$ cat src/rtl/vga_pkg.sv
// rtl/vga_pkg.sv - SVGA 800x600@60Hz timing constants shared by the video chain
package vga_pkg;

  localparam int COUNT_W = 11;
  localparam int RGB_W   = 12;

  localparam int H_ACTIVE = 800;
  localparam int H_FP     = 40;
  localparam int H_SYNC   = 128;
  localparam int H_BP     = 88;
  localparam int H_TOTAL  = H_ACTIVE + H_FP + H_SYNC + H_BP;

  localparam int V_ACTIVE = 600;
  localparam int V_FP     = 1;
  localparam int V_SYNC   = 4;
  localparam int V_BP     = 23;
  localparam int V_TOTAL  = V_ACTIVE + V_FP + V_SYNC + V_BP;

  localparam logic SYNC_POL_DEFAULT = 1'b1;

endpackage

$ cat src/rtl/vga_if.sv
// rtl/vga_if.sv - VGA raster stream between the timing source and draw stages
interface vga_if;
  import vga_pkg::*;

  logic [COUNT_W-1:0] vcount;
  logic               vsync;
  logic               vblnk;
  logic [COUNT_W-1:0] hcount;
  logic               hsync;
  logic               hblnk;
  logic [RGB_W-1:0]   rgb;

  modport out (output vcount, vsync, vblnk, hcount, hsync, hblnk, rgb);
  modport in  (input  vcount, vsync, vblnk, hcount, hsync, hblnk, rgb);

endinterface

$ cat src/rtl/vga_axis_counter.sv
// rtl/vga_axis_counter.sv - one raster axis: wrapping counter with registered blank/sync decode
module vga_axis_counter
  import vga_pkg::*;
#(
  parameter int   ACTIVE   = H_ACTIVE,
  parameter int   FP       = H_FP,
  parameter int   SYNC     = H_SYNC,
  parameter int   BP       = H_BP,
  parameter logic SYNC_POL = SYNC_POL_DEFAULT
)(
  input  logic               clk,
  input  logic               rst,
  input  logic               en,
  output logic [COUNT_W-1:0] count,
  output logic               blnk,
  output logic               sync,
  output logic               tc
);

  localparam logic [COUNT_W-1:0] LAST       = COUNT_W'(ACTIVE + FP + SYNC + BP - 1);
  localparam logic [COUNT_W-1:0] BLNK_START = COUNT_W'(ACTIVE);
  localparam logic [COUNT_W-1:0] SYNC_START = COUNT_W'(ACTIVE + FP);
  localparam logic [COUNT_W-1:0] SYNC_END   = COUNT_W'(ACTIVE + FP + SYNC);

  logic [COUNT_W-1:0] count_q, count_d;
  logic               blnk_q, blnk_d;
  logic               sync_q, sync_d;

  always_comb begin
    count_d = count_q;
    if (en) begin
      count_d = (count_q == LAST) ? '0 : count_q + COUNT_W'(1);
    end
    // decode from the next count so blank/sync line up with the count they are shown with
    blnk_d = (count_d >= BLNK_START);
    sync_d = ((count_d >= SYNC_START) && (count_d < SYNC_END)) ? SYNC_POL : ~SYNC_POL;
  end

  always_ff @(posedge clk) begin
    if (rst) begin
      count_q <= '0;
      blnk_q  <= 1'b0;
      sync_q  <= ~SYNC_POL;
    end else begin
      count_q <= count_d;
      blnk_q  <= blnk_d;
      sync_q  <= sync_d;
    end
  end

  assign count = count_q;
  assign blnk  = blnk_q;
  assign sync  = sync_q;
  assign tc    = (count_q == LAST);

endmodule

$ cat src/rtl/vga_timing_gen.sv
// rtl/vga_timing_gen.sv - VGA raster source: chained h/v counters driving vga_if.out
module vga_timing_gen
  import vga_pkg::*;
#(
  parameter int   H_ACTIVE = vga_pkg::H_ACTIVE,
  parameter int   H_FP     = vga_pkg::H_FP,
  parameter int   H_SYNC   = vga_pkg::H_SYNC,
  parameter int   H_BP     = vga_pkg::H_BP,
  parameter int   V_ACTIVE = vga_pkg::V_ACTIVE,
  parameter int   V_FP     = vga_pkg::V_FP,
  parameter int   V_SYNC   = vga_pkg::V_SYNC,
  parameter int   V_BP     = vga_pkg::V_BP,
  parameter logic SYNC_POL = vga_pkg::SYNC_POL_DEFAULT
)(
  input  logic  clk,
  input  logic  rst,
  vga_if.out    vga_out,
  output logic  frame_start
);

  logic [COUNT_W-1:0] hcount, vcount;
  logic               hblnk, hsync, h_tc;
  logic               vblnk, vsync, v_tc;
  logic               frame_start_q, frame_start_d;

  vga_axis_counter #(
    .ACTIVE   (H_ACTIVE),
    .FP       (H_FP),
    .SYNC     (H_SYNC),
    .BP       (H_BP),
    .SYNC_POL (SYNC_POL)
  ) u_h_counter (
    .clk   (clk),
    .rst   (rst),
    .en    (1'b1),
    .count (hcount),
    .blnk  (hblnk),
    .sync  (hsync),
    .tc    (h_tc)
  );

  // vertical axis advances only on the last pixel of each line
  vga_axis_counter #(
    .ACTIVE   (V_ACTIVE),
    .FP       (V_FP),
    .SYNC     (V_SYNC),
    .BP       (V_BP),
    .SYNC_POL (SYNC_POL)
  ) u_v_counter (
    .clk   (clk),
    .rst   (rst),
    .en    (h_tc),
    .count (vcount),
    .blnk  (vblnk),
    .sync  (vsync),
    .tc    (v_tc)
  );

  // both terminal counts now means the next presented pixel is (0,0)
  assign frame_start_d = h_tc && v_tc;

  always_ff @(posedge clk) begin
    if (rst) begin
      frame_start_q <= 1'b0;
    end else begin
      frame_start_q <= frame_start_d;
    end
  end

  assign frame_start    = frame_start_q;
  assign vga_out.hcount = hcount;
  assign vga_out.hsync  = hsync;
  assign vga_out.hblnk  = hblnk;
  assign vga_out.vcount = vcount;
  assign vga_out.vsync  = vsync;
  assign vga_out.vblnk  = vblnk;
  assign vga_out.rgb    = '0;

endmodule

$ cat src/flat_wrapper.sv
// flat-port wrapper written by rule: the top's interface ports become plain ports
module vga_timing_gen_flat import vga_pkg::*;
#(
  parameter int   H_ACTIVE = vga_pkg::H_ACTIVE,
  parameter int   H_FP     = vga_pkg::H_FP,
  parameter int   H_SYNC   = vga_pkg::H_SYNC,
  parameter int   H_BP     = vga_pkg::H_BP,
  parameter int   V_ACTIVE = vga_pkg::V_ACTIVE,
  parameter int   V_FP     = vga_pkg::V_FP,
  parameter int   V_SYNC   = vga_pkg::V_SYNC,
  parameter int   V_BP     = vga_pkg::V_BP,
  parameter logic SYNC_POL = vga_pkg::SYNC_POL_DEFAULT
)
  (clk, rst, frame_start, vga_out_vcount, vga_out_vsync, vga_out_vblnk, vga_out_hcount, vga_out_hsync, vga_out_hblnk, vga_out_rgb);
  vga_if vga_out_i ();
  input  logic clk;
  input  logic rst;
  output logic frame_start;
  output wire logic [$bits(vga_out_i.vcount)-1:0] vga_out_vcount;
  output wire logic [$bits(vga_out_i.vsync)-1:0] vga_out_vsync;
  output wire logic [$bits(vga_out_i.vblnk)-1:0] vga_out_vblnk;
  output wire logic [$bits(vga_out_i.hcount)-1:0] vga_out_hcount;
  output wire logic [$bits(vga_out_i.hsync)-1:0] vga_out_hsync;
  output wire logic [$bits(vga_out_i.hblnk)-1:0] vga_out_hblnk;
  output wire logic [$bits(vga_out_i.rgb)-1:0] vga_out_rgb;
  assign vga_out_vcount = vga_out_i.vcount;
  assign vga_out_vsync = vga_out_i.vsync;
  assign vga_out_vblnk = vga_out_i.vblnk;
  assign vga_out_hcount = vga_out_i.hcount;
  assign vga_out_hsync = vga_out_i.hsync;
  assign vga_out_hblnk = vga_out_i.hblnk;
  assign vga_out_rgb = vga_out_i.rgb;
  vga_timing_gen #(.H_ACTIVE(H_ACTIVE), .H_FP(H_FP), .H_SYNC(H_SYNC), .H_BP(H_BP), .V_ACTIVE(V_ACTIVE), .V_FP(V_FP), .V_SYNC(V_SYNC), .V_BP(V_BP), .SYNC_POL(SYNC_POL)) u_core (.clk(clk), .rst(rst), .vga_out(vga_out_i), .frame_start(frame_start));
endmodule
$ cat config.mk
export PLATFORM = sky130hd
export DESIGN_NAME = vga_timing_gen_flat
export DESIGN_NICKNAME = d
export VERILOG_FILES = /design/src/rtl/vga_pkg.sv /design/src/rtl/vga_if.sv /design/src/rtl/vga_axis_counter.sv /design/src/rtl/vga_timing_gen.sv /design/src/flat_wrapper.sv
export SDC_FILE = /design/constraint.sdc
export NUM_CORES = 1
export LEC_CHECK = 0
export BUFFER_PORTS_ARGS = -buffer_cell sky130_fd_sc_hd__buf_2
export CORE_MARGIN = 1.5
export CORE_UTILIZATION = 40
export DETAILED_ROUTE_END_ITERATION = 10
export PLACE_DENSITY = 0.68
export REMOVE_ABC_BUFFERS = 1
export SLEW_MARGIN = 20
export SYNTH_ARGS = -nofsm -noshare
export SYNTH_HDL_FRONTEND = slang
export SYNTH_SLANG_ARGS = --single-unit
$ cat constraint.sdc
create_clock -name clk -period 2.3 [get_ports clk]
set_input_delay 0.46 -clock clk [delete_from_list [all_inputs] [get_ports clk]]
set_output_delay 0.46 -clock clk [all_outputs]
set_load 0.02 [all_outputs]
## After elaboration in Yosys (flattened, before gate mapping)

Index checks and enable logic that the tools add are counted.

- Flip-flop bits (word level): 27
- Bits of input ports: 2
- Output and inout port bits: 39
- Word-level logic and storage cells: 25

- Add/subtract/negate cells: 2
- Magnitude comparators: 6
- Eq/ne operators: 2
- Mux-type cells: 5
- Reductions and logical operators: 3

Operators with widths:

| kind | count |
|---|---|
| greater-or-equal comparator 11 x 10 -> 1 bit, second input constant | 4 |
| 2-to-1 mux 11 bit | 3 |
| adder 11 x 1 -> 11 bit, second input constant | 2 |
| < comparator 11 x 10 -> 1 bit, second input constant | 2 |
| equality test 11 x 10 -> 1 bit, second input constant | 1 |
| equality test 11 bit, second input constant | 1 |
| logical AND 1 bit | 3 |
| 2-to-1 mux 1 bit | 2 |

## Depth between registers and ports, before layout

Gate-level depths: netlist (run 1).

- Word-level depth: 6
- Mapped depth: 9
- Mapped depth without buffers: 8

## Hierarchy

Synthesis (run 1) repeated with hierarchy kept, for this count alone.

- Cells, all modules: 186
- Area total of the unflattened synthesis: 1599.0 sq um

Modules (own cells, without submodules):

| module | instances | cells each | area an instance (sq um) | sequential area each (sq um) |
|---|---|---|---|---|
| vga_axis_counter (u_core.u_v_counter) | 1 | 89 | 767.0 | 260.2 |
| vga_axis_counter (u_core.u_h_counter) | 1 | 81 | 705.7 | 260.2 |
| vga_timing_gen | 1 | 16 | 126.4 | 20.0 |

## Worst setup path after synthesis (run 1)

OpenSTA, ideal clock, no wires.

- Path kind: register to register
- From: register u_core.u_h_counter.count_q[0] (netlist: u_core.u_h_counter.count[0])
- To: register u_core.u_v_counter.sync_q (netlist: u_core.u_v_counter.sync)
- Setup time: 91 ps
- Data arrival time: 2515 ps
- Data required time: 2209 ps
- Slack: -307 ps
- Stages on the path, launching flop included: 9
- Buffers on the path: 1
- Period minus slack after synthesis: 2607 ps
- Cell sequence: dfxtp_1 -> ha_1 -> and4_1 -> clkbuf_1 -> nand3_1 -> nor4_1 -> a21oi_1 -> or4_1 -> nor4bb_1

- Cells in the longest elaborated chain, start to end: 5
- Elaborated cells on any way between the ends: 6
- Those cells by class: order compare: 2; eq/ne: 1; mux: 2; reduce/logical: 1

RTL lines:

| what | RTL line | source |
|---|---|---|
| from (decl) | vga_axis_counter.sv:25 | `logic [COUNT_W-1:0] count_q, count_d;` |
| from (signal assigned) | vga_axis_counter.sv:45 | `count_q <= count_d;` |
| equality test 11 bit * | vga_axis_counter.sv:54 | `assign tc = (count_q == LAST);` |
| 2-to-1 mux 11 bit * | vga_axis_counter.sv:31 | `if (en) begin` |
| greater-or-equal comparator 11 x 10 -> 1 bit / < comparator 11 x 10 -> 1 bit (equally long branches) | vga_axis_counter.sv:36 | `sync_d = ((count_d >= SYNC_START) && (count_d < SYNC_END)) ? SYNC_POL : ~SYNC_POL;` |
| logical AND 1 bit * | vga_axis_counter.sv:36 |  |
| 2-to-1 mux 1 bit * | vga_axis_counter.sv:36 |  |
| to (signal assigned) | vga_axis_counter.sv:43 | `sync_q <= ~SYNC_POL;` |
| to (signal assigned) | vga_axis_counter.sv:47 | `sync_q <= sync_d;` |
| to (decl) | vga_axis_counter.sv:27 | `logic sync_q, sync_d;` |

Mark *: on every way between the ends. The rest lies on a longest branch, timed or not.
A chain may end at the register's enable or synchronous reset.

## Worst setup path after layout (run 1)

- From: register u_core.u_h_counter.count_q[5] (netlist: u_core.u_h_counter.count[5])
- To: register u_core.u_v_counter.sync_q (netlist: u_core.u_v_counter.sync)

The elaborated chain is that of the path after synthesis.

==> flow_summary.yaml, run 1 <==
run_status:
  status: "finished with violations"
  violations: "negative setup slack"
clock_tree:
  cts_max_path_buffers: 2
  htree_levels: 1
  cts_buffers: 3
  cts_tree: "done"
  clkSlewWorstSetupHoldPaths_ps: 90
  cts.sinks: 27
  root_buffer: "clkbuf_8"
  clk_latency_ps: 270
worst_setup_path:
  critPathMaxFanout: 3
  crit_type: "reg2reg"
  cp.arrival_ps: 2610
  required_ps: 2480
  rr_endpoint: "u_core.u_v_counter.sync$_SDFF_PP0_"
  r2r_setup_slack_ps: -130
  worstRegToRegCells: 7
  reg2reg_from: "u_core.u_h_counter.count[5]$_SDFF_PP0_"
  startpoint_type: "flip-flop"
  end_kind: "flip-flop"
finish:
  final_util_pct: 52.8
  fin_area_sq_um: 1960
  fin_cells: 290
  fin_nets: 247
  insertedDiodeCount: 0
  area.growth.synth_to_final_pct: 24.9
  drive_gt1_share_pct: 29.3
routing:
  remaining_drc_errors: 0
  drt_iter0_drc: 85
  vias_per_cell: 5.09
  drt_pass1_iterations: 4
  num_vias: 1475
  wl_microns: 3540
  wl_per_cell_microns: 12.2
  ant_nets: 0
sta:
  hold_viol: 0
  finalWorstSetupSlack_ps: -131
  fin_crit_sh_pct: 106
  period_minus_slack_ps: 2430
  finalSetupViolCount: 1
  fmax_mhz: 411
  fin_worst_skew_ps: 4.82
  rsz0062_at_grt: "yes"
  finalMaxSlewViolations: 0
placement:
  dp_worst_setup_slack_ps: -113
  dpl.hpwl_microns: 2730
  gp_congestion: 0.788
  io_buffers: 28
  placed_area_sq_um: 1910
  placed_cells: 286
pwr:
  vdd_drop_max_v: 0.000240
  total_leakage_power_nw: 0.869
  power_density_nw_per_um2: 409
  finalPower_mw: 0.803
grt:
  grt_max_degree: 17
  met3_usage_pct: 2.05
  antenna_found_initial: 0
  track_usage_pct: 16.9
  grt.met2_usage_pct: 29.4
  overflow: 0
  met1_usage_pct: 22.1
  top_usage_layer: "met2"
  grt_pass1_vias: 1329
  grt_first_pass_wirelength_microns: 5740
hold_path:
  min-delay-start: "u_core.u_v_counter.count[1]$_SDFF_PP0_"
  hold_depth: 2
  min_to: "u_core.u_v_counter.count[1]$_SDFF_PP0_"
  worst_hold_path_type: "reg2reg"
logic_synthesis:
  ys_warn_count: 0
  yosysTopAreaCellShare_pct: 34.4
  synth.avg_cell_area_sq_um: 8.35
  yosys.area.top_type: "dfxtp_1"
  syn_area_sq_um: 1570
  synth_cells: 188
  netlist_top_cells_area: "dfxtp_1 (34%), xnor2_1 (6.7%), buf_4 (6.2%)"
  synth_cell_types: 45
  synth_seq_area_share_pct: 34.4
  synth_seq_cells: 27
die:
  coreArea_sq_um: 3720
  ios: 41
  die_area_sq_um: 4310
  start_util_pct: 42.3
  fp.dieH_microns: 65.7
  die_w_microns: 65.7
  rows: 22
flow_run:
  maxCapViolations: 0
-- report_power, final --
group / internal (mW) / leakage, nW / switching, mW
sequential: 0.472 / 0.218 / 0.00332
clock: 0.123 / 0.0217 / 0.146
combinational: 0.0172 / 0.630 / 0.0415
-- layer usage --
layer | routed length, microns | part of all wire, % | vias to the layer above
li1 | - | - | 745
met1 | 1640 | 46 | 679
met2 | 1710 | 48 | 47
met3 | 157 | 4.4 | 4
met4 | 34 | 0.96 | 0
met5 | 0 | 0 | -
-- synthesized netlist by cell type, drive strengths merged --
master,number
o21ai,4
and3,5
inv,3
nand3,8
a21oi,10
nor4b,1
and4,1
nand3b,1
nor4,4
conb,1
xnor2,12
o21bai,2
o41ai,1
dfxtp,27
and3b,1
clkbuf,3
o211ai,1
nand2,15
o2111ai,1
buf,16
or3,2
nor3,10
a31oi,2
xor2,7
ha,2
mux2i,2
nor4bb,1
nor2,24
nor2b,7
and4b,1
nand4,7
nor3b,1
or4,2
o22ai,1
or2b,1
a311o,1
-- metrics by stage --
step / hold WS, ps / TNS (ps)
2_1_floorplan: 529 / -219
3_3_place_gp: 518 / 0
3_5_place_dp: 524 / -113
4_1_cts: 539 / -141
5_1_grt: 566 / -235
6_report: 530 / -131
-- cell usage in the layout (no fill, tap or decap), drive strengths merged, types with 5 or more instances in the layout --
cell / instances
nor3: 10
and3: 5
xor2: 7
nand2: 15
nor2b: 7
conb: 12
nand4: 7
xnor2: 12
nand3: 8
dfxtp: 27
nor2: 24
buf: 58
a21oi: 10
-- state kept, by name (all words and copies together), names as in the netlist --
| name | flops |
|---|---|
| u_core.u_h_counter.count | 11 |
| u_core.u_v_counter.blnk | 1 |
| u_core.u_v_counter.sync | 1 |
| u_core.frame_start | 1 |
| u_core.u_v_counter.count | 11 |
| u_core.u_h_counter.blnk | 1 |
| u_core.u_h_counter.sync | 1 |
-- area by class of cell --
cell class,count,area [sq um]
Inverter,3,11.3
Timing Repair Buffer,58,365
Multi-Input combinational cell,150,936
Clock inverter,1,7.51
Tap cell,48,60.1
Sequential cell,27,541
Clock buffer,3,41.3
Fill cell,362,1750
-- timing repair --
item                                    4_1_cts  5_1_grt
hold buffers                                  0        0
cloned                                        0        0
endpoints found under the setup margin        1        2
buffers inserted                              0        0
resized for setup                             0        1
-- logic make-up (layout without fill, tap and decap cells) --
logic type	after synthesis	count (layout)	share of synthesized area (%)
compound gates	23	23	8.85
xor+xnor	19	19	10.6
fa+ha+maj	2	2	1.59
buf+inv	22	65	9.00
flops	27	27	34.4
mux	2	2	1.27
other cells	1	12	0.239
simple gates	92	92	34.0
-- worst max-delay path by stage --
stage	cells after the start	start	end
global placement	7	u_core.u_h_counter.count[5]$_SDFF_PP0_	u_core.u_v_counter.sync$_SDFF_PP0_
global route	7	u_core.u_h_counter.count[5]$_SDFF_PP0_	u_core.u_v_counter.sync$_SDFF_PP0_
finish	7	u_core.u_h_counter.count[5]$_SDFF_PP0_	u_core.u_v_counter.sync$_SDFF_PP0_
floorplan	7	u_core.u_h_counter.count[0]$_SDFF_PP0_	u_core.u_v_counter.sync$_SDFF_PP0_
detailed placement	7	u_core.u_h_counter.count[5]$_SDFF_PP0_	u_core.u_v_counter.sync$_SDFF_PP0_
CTS	7	u_core.u_h_counter.count[5]$_SDFF_PP0_	u_core.u_v_counter.sync$_SDFF_PP0_
-- worst max-delay path, cell delays in order, from the launching register on --
cell and delay [ps]:
dfxtp_1 320, or4_4 550, nor4_4 290, nand2_2 140
mux2i_1 180, a21oi_1 70, or4_1 510, nor4bb_1 270
(Power assumes the default switching activity.)
==> inputs of run 2 (changes only) <==
- CTS_BUF_LIST: unset -> sky130_fd_sc_hd__clkbuf_4
==> run 2 against run 1 <==
Effect of this change:
- the run still ends with negative setup slack left
- routed wire length is 0.17% higher
- clock skew is 2.9 ps higher
- via count is 0.20% higher
- register-to-register slack hardly changed
- global-route usage is 0.11 points lower
- flip-flop and latch count stayed put
- hold slack worse by 2.5 ps
- fmax is 0.56% lower
==> flow_summary.yaml, run 2 (synthesized netlist as in run 1, its figures left out) <==
run_status:
  violations: "negative setup slack"
  status: "finished with violations"
sta:
  period_minus_slack_ps: 2440
  rsz0062_at_grt: "yes"
  hold_ws_ps: 528
  setup_tns_ps: -144
  fmax_mhz: 409
  finalSetupViolCount: 1
  hold_viol: 0
  finalMaxSlewViolations: 0
  fin_crit_sh_pct: 106
  finalWorstSetupSlack_ps: -144
  fin_worst_skew_ps: 7.73
worst_setup_path:
  crit_type: "reg2reg"
  worstRegToRegCells: 7
  cp.depth: 7
  cpMaxStageDelayCell: "or4_4"
  end_kind: "flip-flop"
  required_ps: 2540
  critPathMaxFanout: 3
  slowest_delay_ps: 550
  critPathTopFamily: "simple AND/OR/NAND/NOR gates"
  startpoint_type: "flip-flop"
  path_buf_inv: 0
  cp.arrival_ps: 2680
  crit_path_cell_trace: "or4_4, nor4_4, nand2_2, mux2i_1, a21oi_1, or4_1, nor4bb_1"
grt:
  grt_pass1_vias: 1322
  antenna_found_initial: 0
  grt_max_degree: 17
  overflow: 0
  track_usage_pct: 16.8
  grt_first_pass_wirelength_microns: 5740
routing:
  wl_per_cell_microns: 12.2
  wl_microns: 3550
  remaining_drc_errors: 0
  vias_per_cell: 5.10
  ant_nets: 0
  num_vias: 1478
  drt_iter0_drc: 67
  drt_pass1_iterations: 4
finish:
  drive_gt1_share_pct: 29.3
  fillers: 365
  fin_area_sq_um: 1940
  final_common_cell: "buf_4"
  insertedDiodeCount: 0
  final_cell_mix: "buf_4 (30), buf_2 (28), dfxtp_1 (27)"
  area.growth.synth_to_final_pct: 23.7
  fin_nets: 247
clock_tree:
  post-cts-setup-buffers: 0
  clk_latency_ps: 330
  cts.sinks: 27
  cts_tree: "done"
  root_buffer: "clkbuf_4"
  cts_max_path_buffers: 2
  htree_levels: 1
  cts_buffers: 3
  clkSlewWorstSetupHoldPaths_ps: 150
hold_path:
  worst_hold_path_type: "in2reg"
  hold_depth: 3
die:
  coreArea_sq_um: 3720
  rows: 22
  die_area_sq_um: 4310
  die_w_microns: 65.7
  fp.dieH_microns: 65.7
  start_util_pct: 42.3
  ios: 41
placement:
  placed_area_sq_um: 1910
  dp_worst_setup_slack_ps: -113
  io_buffers: 28
  gp_congestion: 0.788
  dpl.hpwl_microns: 2730
pwr:
  power_density_nw_per_um2: 382
  finalPower_mw: 0.743
  total_leakage_power_nw: 0.861
  vdd_drop_max_v: 0.000178
flow_run:
  maxCapViolations: 0
-- run 2: area by class of cell --
cell class	count	area, sq um	area share [%]
clock buffer	3	22.5	1.16
timing repair buffer	58	365	18.8
clock inverter	1	7.51	0.386
tap	48	60.1	3.09
multi-input combinational	150	936	48.2
inverter	3	11.3	0.580
sequential	27	541	27.8
-- run 2: stage by stage --
stage / utilization (%) / instances
finish: 52.3 / 290
global route: 52.3 / 290
CTS: 52.1 / 290
detailed placement: 51.3 / 286
global placement: 51.3 / 286
floorplan: - / 180
-- run 2: report_power, final --
part / switching [mW] / total [mW] / internal (mW)
logic: 0.0416 / 0.0589 / 0.0173
clock network: 0.142 / 0.208 / 0.0665
registers: 0.00330 / 0.476 / 0.472
-- run 2: repair_timing --
action                     4_1_cts  5_1_grt
setup endpoints to repair        1        2
hold buffers                     0        0
resized for setup                0        1
-- run 2: final timing paths --
path                                           from                                endpoint  slack [ps]
max          u_core.u_h_counter.count[5]$_SDFF_PP0_      u_core.u_v_counter.sync$_SDFF_PP0_        -140
min                                             rst  u_core.u_v_counter.count[1]$_SDFF_PP0_         530
max reg2reg  u_core.u_h_counter.count[5]$_SDFF_PP0_      u_core.u_v_counter.sync$_SDFF_PP0_        -140
min reg2reg  u_core.u_v_counter.count[1]$_SDFF_PP0_  u_core.u_v_counter.count[1]$_SDFF_PP0_         530
-- run 2: routing by layer --
metal,GRT usage [%],up-vias,share of wire (%)
met5,0,-,0
met4,3.91,0,0.73
met3,1.54,2,5.2
met2,29.3,50,48
met1,22.2,678,46
li1,-,748,-
-- run 2: worst register-to-register path: stages (launching register included) --
cell and delay, ps:
dfxtp_1 340, or4_4 550, nor4_4 280, nand2_2 140
mux2i_1 180, a21oi_1 70, or4_1 510, nor4bb_1 270
==> inputs of run 3 (changes only) <==
- CORE_ASPECT_RATIO: unset -> 1.1
==> run 3 against run 2 <==
Effect of this change:
- the flow now finishes without violations
- total power about the same
- clock skew decreased by 4.7 ps
- register-to-register slack improved by 150 ps
- non-clock buffer count increased by 2
- critical path depth unchanged
- sequential share of layout area decreased by 0.23 points
- setup slack improved by 150 ps
- critical path type unchanged
==> flow_summary.yaml, run 3 (synthesized netlist as in run 1, its figures left out) <==
sta:
  hold_viol: 0
  rsz0062_at_grt: "yes"
  finalSetupViolCount: 0
  finalMaxSlewViolations: 0
  fin_crit_sh_pct: 99.7
  fin_worst_skew_ps: 3.03
  period_minus_slack_ps: 2290
  hold_ws_ps: 516
  fmax_mhz: 436
grt:
  grt_pass1_vias: 1249
  overflow: 0
  track_usage_pct: 17.0
  grt_first_pass_wirelength_microns: 5720
  antenna_found_initial: 0
  grt_max_degree: 17
finish:
  final_util_pct: 53.0
  fin_nets: 249
  final_common_cell: "buf_4"
  multiInputGateArea_sq_um: 943
  fillers: 378
  insertedDiodeCount: 0
  drive_gt1_share_pct: 31.6
  area.growth.synth_to_final_pct: 25.3
  fin_cells: 294
  regArea_sq_um: 543
  final_cell_mix: "buf_4 (32), buf_2 (28), dfxtp_1 (25)"
pwr:
  total_leakage_power_nw: 0.872
  pwr-share-comb_pct: 7.8
  switchingPower_mw: 0.188
  intPower_mw: 0.555
  power_density_nw_per_um2: 378
  p_clk_share_pct: 28.2
  switching_share_pct: 25.3
  vdd_drop_max_v: 0.000313
  p_seq_share_pct: 64.0
die:
  rows: 23
  coreArea_sq_um: 3710
  start_util_pct: 42.3
  die_area_sq_um: 4310
  die_w_microns: 62.7
  fp.dieH_microns: 68.7
  ios: 41
clock_tree:
  cts_tree: "done"
  hold_buffers: 0
  cts.sinks: 27
  clk_latency_ps: 330
  htree_levels: 1
  cts_max_path_buffers: 2
  clkSlewWorstSetupHoldPaths_ps: 140
  cts_buffers: 3
  root_buffer: "clkbuf_4"
routing:
  num_vias: 1436
  ant_nets: 0
  remaining_drc_errors: 0
  vias_per_cell: 4.88
  drt_pass1_iterations: 4
  drt_iter0_drc: 67
  wl_per_cell_microns: 12.0
  wl_microns: 3510
flow_run:
  maxCapViolations: 0
worst_setup_path:
  required_ps: 2550
  startpoint: "u_core.u_h_counter.count[9]$_SDFF_PP0_"
  startpoint_type: "flip-flop"
  reg2reg_from: "u_core.u_h_counter.count[9]$_SDFF_PP0_"
  r2r_setup_slack_ps: 8
  worstRegToRegCells: 7
  end_kind: "flip-flop"
  crit_type: "reg2reg"
  cp.arrival_ps: 2550
  critPathMaxFanout: 2
  rr_endpoint: "u_core.u_v_counter.sync$_SDFF_PP0_"
placement:
  dpl.hpwl_microns: 2700
  io_buffers: 28
  placed_cells: 289
  gp_congestion: 0.908
run_status:
  status: "finished, final reports clean"
hold_path:
  min_to: "u_core.u_h_counter.count[9]$_SDFF_PP0_"
  min-delay-start: "rst"
  worst_hold_path_type: "in2reg"
  hold_depth: 3
## run 3: cell type report
cell class / count / share of cell area [%]
multi-input combinational: 150 / 47.9
sequential: 27 / 27.6
timing repair buffer: 60 / 19.3
tap: 50 / 3.18
clock buffer: 3 / 1.14
inverter: 3 / 0.572
clock inverter: 1 / 0.254
## run 3: worst max-delay path: stages (launching register included)
cell and delay, ps:
dfxtp_2 350, or4_4 550, buf_4 160, nor3_4 120, and3_4 200, a21oi_1 70
or4_1 500, nor4bb_1 250
## run 3: metrics by stage
step / cell area (sq um) / setup WS, ps / total power, mW / setup TNS, ps
global route: 1970 / -72.9 / 0.776 / -72.9
global placement: 1920 / 1.10 / 0.543 / 0
finish: 1970 / 7.91 / 0.743 / 0
CTS: 1940 / -67.1 / 0.757 / -67.1
floorplan: 1480 / -219 / 0.521 / -219
detailed placement: 1920 / -39.9 / 0.543 / -39.9
## run 3: worst max path at each step
stage	to	slack (ps)
floorplan	u_core.u_v_counter.sync$_SDFF_PP0_	-220
global placement	u_core.u_v_counter.sync$_SDFF_PP0_	1
detailed placement	u_core.u_v_counter.sync$_SDFF_PP0_	-40
CTS	u_core.u_v_counter.sync$_SDFF_PP0_	-70
global route	u_core.u_v_counter.sync$_SDFF_PP0_	-70
finish	u_core.u_v_counter.sync$_SDFF_PP0_	8
## run 3: what timing repair did
action	4_1_cts	5_1_grt
pin swaps	0	4
gates resized for setup	0	5
endpoints found under the setup margin	1	1
buffers inserted	0	1
## run 3: metal layers
layer / global-route usage [%] / wire length, microns / vias to the layer above / share of wire (%)
li1: - / - / 748 / -
met1: 19.9 / 1620 / 647 / 46
met2: 31.7 / 1710 / 37 / 49
met3: 4.06 / 153 / 4 / 4.4
met4: 4.17 / 34 / 0 / 0.97
met5: 0 / 0 / - / 0
## run 3: power groups by stage
stage	combinational (mW)	clock, mW	sequential [mW]
after floorplan	0.0267	0	0.494
after global placement	0.0578	0	0.485
after detailed placement	0.0577	0	0.486
after CTS	0.0579	0.223	0.476
after global routing	0.0637	0.236	0.476
final	0.0583	0.209	0.475
